<file path="src/rtl/fwd_pkg.sv">
// Shared types and helpers for the operand forwarding unit: scoreboard entry
// layout, select encoding and select-width helper.
package fwd_pkg;

    // Scoreboard rd field is sized for the widest supported register address;
    // narrower addresses are zero-extended on insertion and comparison.
    localparam int FWD_MAX_ADDR_W = 8;

    localparam int FWD_SEL_REGFILE = 0;

    typedef struct packed {
        logic                      valid;
        logic [FWD_MAX_ADDR_W-1:0] rd;
        logic                      is_load;
    } sb_entry_t;

    function automatic int fwd_sel_width(input int depth);
        return $clog2(depth + 1);
    endfunction

endpackage

</file>
<file path="src/rtl/forward_select_lane.sv">
// One source operand lane: priority match against the scoreboard, operand
// mux and load-use hazard flag for that lane.
module forward_select_lane
    import fwd_pkg::*;
#(
    parameter int XLEN             = 32,
    parameter int REG_ADDR_W       = 5,
    parameter int DEPTH            = 2,
    parameter int LOAD_READY_STAGE = 1,
    parameter int SEL_W            = fwd_sel_width(DEPTH)
) (
    input  logic [REG_ADDR_W-1:0]   src_addr,
    input  logic [XLEN-1:0]         src_data,
    input  logic [DEPTH*XLEN-1:0]   stage_data,
    input  sb_entry_t [DEPTH-1:0]   entries,
    output logic [XLEN-1:0]         operand,
    output logic [SEL_W-1:0]        sel,
    output logic                    hazard
);

    logic [FWD_MAX_ADDR_W-1:0] addr_ext;
    logic                      found;

    assign addr_ext = FWD_MAX_ADDR_W'(src_addr);

    // Ascending scan with a found flag gives the youngest (lowest k) match priority.
    always_comb begin
        sel     = SEL_W'(FWD_SEL_REGFILE);
        operand = src_data;
        hazard  = 1'b0;
        found   = 1'b0;
        if (src_addr != '0) begin
            for (int k = 0; k < DEPTH; k++) begin
                if (!found && entries[k].valid && (entries[k].rd != '0) &&
                    (entries[k].rd == addr_ext)) begin
                    found   = 1'b1;
                    sel     = SEL_W'(k + 1);
                    operand = stage_data[k*XLEN +: XLEN];
                    hazard  = entries[k].is_load && (k < LOAD_READY_STAGE);
                end
            end
        end
    end

endmodule

</file>
<file path="src/rtl/operand_forward_unit.sv">
// Execute-stage operand forwarding and load-use stall unit with its own
// in-flight scoreboard. Optional stall statistics counter under FWD_STATS_EN.
module operand_forward_unit
    import fwd_pkg::*;
#(
    parameter int XLEN             = 32,
    parameter int REG_ADDR_W       = 5,
    parameter int NUM_SRC          = 2,
    parameter int DEPTH            = 2,
    parameter int LOAD_READY_STAGE = 1,
    parameter int SEL_W            = fwd_sel_width(DEPTH)
) (
    input  logic                        clk,
    input  logic                        reset,
    input  logic                        issueValid,
    input  logic                        issueRegWrite,
    input  logic                        issueIsLoad,
    input  logic [REG_ADDR_W-1:0]       issueRd,
    input  logic [NUM_SRC*REG_ADDR_W-1:0] srcAddr,
    input  logic [NUM_SRC*XLEN-1:0]     srcData,
    input  logic [DEPTH*XLEN-1:0]       stageData,
    input  logic                        flush,
    output logic [NUM_SRC*XLEN-1:0]     operandOut,
    output logic [NUM_SRC*SEL_W-1:0]    fwdSel,
    output logic                        stall
`ifdef FWD_STATS_EN
   ,output logic [31:0]                 stallCount
`endif
);

    sb_entry_t [DEPTH-1:0] entries;
    sb_entry_t             issue_entry;
    logic [NUM_SRC-1:0]    lane_hazard;

    for (genvar i = 0; i < NUM_SRC; i++) begin : g_lane
        forward_select_lane #(
            .XLEN             (XLEN),
            .REG_ADDR_W       (REG_ADDR_W),
            .DEPTH            (DEPTH),
            .LOAD_READY_STAGE (LOAD_READY_STAGE),
            .SEL_W            (SEL_W)
        ) u_lane (
            .src_addr   (srcAddr[i*REG_ADDR_W +: REG_ADDR_W]),
            .src_data   (srcData[i*XLEN +: XLEN]),
            .stage_data (stageData),
            .entries    (entries),
            .operand    (operandOut[i*XLEN +: XLEN]),
            .sel        (fwdSel[i*SEL_W +: SEL_W]),
            .hazard     (lane_hazard[i])
        );
    end

    assign stall = issueValid && (|lane_hazard);

    always_comb begin
        issue_entry         = '0;
        issue_entry.valid   = issueValid && issueRegWrite;
        issue_entry.rd      = FWD_MAX_ADDR_W'(issueRd);
        issue_entry.is_load = issueIsLoad;
    end

    // Flush squashes both in-flight entries and the current issue; a stall
    // still advances older entries but inserts a bubble.
    always_ff @(posedge clk) begin
        if (reset || flush) begin
            entries <= '0;
        end else begin
            for (int k = DEPTH - 1; k > 0; k--) begin
                entries[k] <= entries[k-1];
            end
            entries[0] <= stall ? '0 : issue_entry;
        end
    end

`ifdef FWD_STATS_EN
    always_ff @(posedge clk) begin
        if (reset) begin
            stallCount <= '0;
        end else if (stall && !flush && (stallCount != 32'hFFFF_FFFF)) begin
            stallCount <= stallCount + 32'd1;
        end
    end
`endif

endmodule

</file>
<file path="config.mk">
export PLATFORM = sky130hd
export DESIGN_NAME = operand_forward_unit
export DESIGN_NICKNAME = d
export VERILOG_FILES = /design/src/rtl/fwd_pkg.sv /design/src/rtl/forward_select_lane.sv /design/src/rtl/operand_forward_unit.sv
export SDC_FILE = /design/constraint.sdc
export NUM_CORES = 1
export LEC_CHECK = 0
export CAP_MARGIN = 0
export CORE_UTILIZATION = 27
export CTS_BUF_LIST = sky130_fd_sc_hd__clkbuf_8 sky130_fd_sc_hd__clkbuf_16
export CTS_CLUSTER_DIAMETER = 30
export DETAILED_ROUTE_END_ITERATION = 6
export GPL_TIMING_DRIVEN = 0
export PLACE_DENSITY = 0.85
export SLEW_MARGIN = 25
export SYNTH_ARGS = -nofsm -noshare
export SYNTH_HDL_FRONTEND = slang
export SYNTH_SLANG_ARGS = --single-unit
</file>
<file path="constraint.sdc">
create_clock -name clk -period 1.7 [get_ports clk]
set_input_delay 0.255 -clock clk [delete_from_list [all_inputs] [get_ports clk]]
set_output_delay 0.255 -clock clk [all_outputs]
set_load 0.01 [all_outputs]
</file>
==> insert_results.sql <==
INSERT INTO impl_metrics (metric_group, metric, value, unit) VALUES
('setup_path', 'r2r_setup_slack', '-0.37', 'ns'),
('synth', 'synth.most_common_cell', 'sky130_fd_sc_hd__nor2_1', ''),
('worst_hold_path', 'worst_min_delay_path_class', 'flop to flop', ''),
('clock_tree', 'clk_pin_slew', '0.05', 'ns'),
('run', 'timing.max_cap.violations', '0', ''),
('synth', 'netlist_top_cells_count', 'sky130_fd_sc_hd__nor2_1 (66), sky130_fd_sc_hd__a21oi_1 (65), sky130_fd_sc_hd__mux2i_1 (64), sky130_fd_sc_hd__xnor2_1 (20), sky130_fd_sc_hd__dfxtp_1 (13)', ''),
('placed_design', 'routabilityCongestion', '0.8669', ''),
('cells_and_area', 'registers.top_by_ff_count', 'entries', ''),
('outcome', 'outcome', 'finished with violations', ''),
('floorplan', 'dieArea', '8118', 'sq um'),
('pwr', 'pwr-share-clk', '0.195', ''),
('clock_tree', 'insertion_delay', '0.24', 'ns'),
('synth', 'avg_inst_size_synth', '7.302', 'sq um'),
('route', 'detail_route.drc_violations', '0', ''),
('setup_path', 'rr_endpoint', 'entries[3]', ''),
('synth', 'asyncSetResetFlopFracSynth', '0', ''),
('timing', 'fin_crit', '2.410', 'ns'),
('setup_path', 'critPathRequiredTime', '1.44', 'ns'),
('synth', 'synth.ff_latch_count', '13', ''),
('route', 'first_iter_violations', '52', ''),
('cells_and_area', 'flow.area_growth_from_synthesis', '157.1', '%'),
('synth', 'synth_seq_area_share', '0.1242', ''),
('route', 'wire_per_inst', '16.93', 'um'),
('timing', 'grt_setup_unrepaired', 'true', ''),
('outcome', 'failed_checks', 'setup timing', ''),
('synth', 'yosys.area.top_type', 'sky130_fd_sc_hd__mux2i_1', ''),
('pwr', 'total_switching_power', '400.3', 'uW'),
('synth', 'synth.area.top_cells', 'sky130_fd_sc_hd__mux2i_1 (31%), sky130_fd_sc_hd__a21oi_1 (16%), sky130_fd_sc_hd__dfxtp_1 (12%)', ''),
('setup_path', 'critPathCaptureType', 'primary output', ''),
('placed_design', 'buffer_ports.inserted', '217', ''),
('worst_hold_path', 'worstHoldStart', 'entries[1]', ''),
('cells_and_area', 'final_nets', '702', ''),
('timing', 'postLayoutSetupSlackWorst', '-0.7103', 'ns'),
('timing', 'setup_viol', '76', ''),
('placed_design', 'dpl_worst_slack', '-1.229', 'ns'),
('global_routing', 'globalRouteTotalUtil', '0.2456', ''),
('timing', 'worst_hold_slack', '0.4758', 'ns'),
('timing', 'slew_viol_final', '0', ''),
('clock_tree', 'tritoncts_clock_tree', 'built', ''),
('synth', 'ys.flop_type', 'sky130_fd_sc_hd__dfxtp_1', ''),
('global_routing', 'global_route.overflow_total', '0', ''),
('setup_path', 'r2r.worst_path.cells', '11', ''),
('clock_tree', 'htree_levels', '1', ''),
('pwr', 'ir_drop', '0.0005138', 'V'),
('pwr', 'share_seq_of_total_power', '0.239', ''),
('setup_path', 'worstPathArrival', '2.16', 'ns'),
('synth', 'ys_warn_count', '0', ''),
('floorplan', 'design.portCount', '218', ''),
('pwr', 'combinationalPowerShare', '0.566', ''),
('pwr', 'power-per-cell-area', '251.9', 'nW/um^2'),
('timing', 'timing.final.hold_violations', '0', ''),
('worst_hold_path', 'holdPathStages', '1', ''),
('synth', 'synth_fp_nets', '436', ''),
('clock_tree', 'cts_sinks', '13', ''),
('placed_design', 'area_after_detailed_placement', '4652', 'sq um'),
('floorplan', 'initial_utilization', '0.2844', ''),
('synth', 'synth_cells', '287', ''),
('cells_and_area', 'layout-drive-gt1-share', '0.4746', ''),
('global_routing', 'grt_pass1_vias', '3275', ''),
('timing', 'slew_headroom', '0.7680', ''),
('cells_and_area', 'final.fill_count', '543', ''),
('synth', 'synthDominantCellAreaShare', '0.3057', ''),
('cells_and_area', 'layout.core_utilization', '0.7312', ''),
('clock_tree', 'cts_inserted_buffers', '3', ''),
('cells_and_area', 'finalInstanceArea', '5389', 'sq um'),
('route', 'route.antenna.remaining_nets', '0', ''),
('pwr', 'total_power', '1357', 'uW'),
('cells_and_area', 'antenna-diode-count', '0', ''),
('placed_design', 'place.detailed.hpwl', '7622', 'um'),
('timing', 'layout_worst_path_cycle_share', '1.418', ''),
('pwr', 'p_int', '956.9', 'uW');
[routing by layer]
layer | up-vias | wire [um] | global-route usage
met4 | 0 | 189 | 0.05108
met1 | 1509 | 4107 | 0.2668
met3 | 18 | 696 | 0.04569
met5 | - | 0 | 0
li1 | 1543 | - | -
met2 | 147 | 6027 | 0.4860
[cell families after synthesis]
| kind of cell | after synthesis | synth area share |
|---|---|---|
| xor+xnor | 20 | 0.08358 |
| simple gates | 95 | 0.2101 |
| compound gates | 69 | 0.1893 |
| mux | 64 | 0.3057 |
| buf+inv | 26 | 0.08716 |
| flops | 13 | 0.1242 |
[cell usage in the layout, fill, tap and decap left out, types with 7 or more instances in the layout]
master and n:
sky130_fd_sc_hd__clkdlybuf4s50_1 138, sky130_fd_sc_hd__buf_2 62, sky130_fd_sc_hd__a21oi_2 49, sky130_fd_sc_hd__mux2i_1 44, sky130_fd_sc_hd__nor2_1 44, sky130_fd_sc_hd__buf_6 42, sky130_fd_sc_hd__mux2i_2 16, sky130_fd_sc_hd__xnor2_1 15
sky130_fd_sc_hd__buf_12 12, sky130_fd_sc_hd__a21oi_1 12, sky130_fd_sc_hd__nor2_4 11, sky130_fd_sc_hd__nor2_2 11, sky130_fd_sc_hd__buf_4 10, sky130_fd_sc_hd__dlygate4sd2_1 10, sky130_fd_sc_hd__and2_1 7, sky130_fd_sc_hd__dfxtp_2 7
[power by group through the flow]
stage | clock [uW] | sequential [uW] | combinational, uW
detailed placement | 0 | 331 | 774
floorplan | 0 | 328 | 222
global route | 282 | 325 | 813
global placement | 0 | 330 | 760
CTS | 271 | 324 | 725
finish | 265 | 324 | 768
[worst max path at each step]
stage | depth (start not counted) | startpoint | slack, ns | end
finish | 9 | entries[11] | -0.71 | operandOut[55]
global route | 9 | entries[11] | -0.80 | operandOut[55]
CTS | 9 | entries[11] | -0.78 | operandOut[55]
detailed placement | 8 | srcAddr[9] | -1.23 | operandOut[42]
global placement | 9 | srcAddr[2] | -1.21 | operandOut[13]
floorplan | 6 | entries[15] | -0.18 | operandOut[10]
[worst max-delay path: stages, from the launching register on]
cell and delay, ns:
sky130_fd_sc_hd__dfxtp_2 0.32, sky130_fd_sc_hd__or3_4 0.42, sky130_fd_sc_hd__o31ai_4 0.24, sky130_fd_sc_hd__buf_4 0.17
sky130_fd_sc_hd__nor3_4 0.06, sky130_fd_sc_hd__buf_6 0.14, sky130_fd_sc_hd__buf_6 0.11, sky130_fd_sc_hd__mux2i_2 0.15
sky130_fd_sc_hd__a21oi_2 0.16, sky130_fd_sc_hd__buf_2 0.15
[through the flow]
stage          TNS [ns]  instances
2_1_floorplan    -8.888        287
3_3_place_gp     -80.29        603
3_5_place_dp     -81.73        603
4_1_cts          -46.34        643
5_1_grt          -51.31        651
6_report         -45.38        651
[final cells by class]
class / instances / area, sq um / share of cell area
clock buffers: 3 / 41.29 / 0.007662
repair buffers: 264 / 2474 / 0.4590
multi-input cells: 248 / 2173 / 0.4033
plain buffers: 20 / 280.3 / 0.05201
flip-flops and latches: 13 / 276.5 / 0.05131
inverters: 3 / 16.27 / 0.003018
clock inverters: 1 / 3.754 / 0.0006965
well taps: 99 / 123.9 / 0.02299
[timing repair]
action / 4_1_cts / 5_1_grt
buffers inserted: 33 / 13
pin swaps: 44 / 21
gates resized for setup: 379 / 69
endpoints found under the setup margin: 75 / 76
gates cloned: 4 / 1
Note: power is estimated with default switching activity, not from simulation.
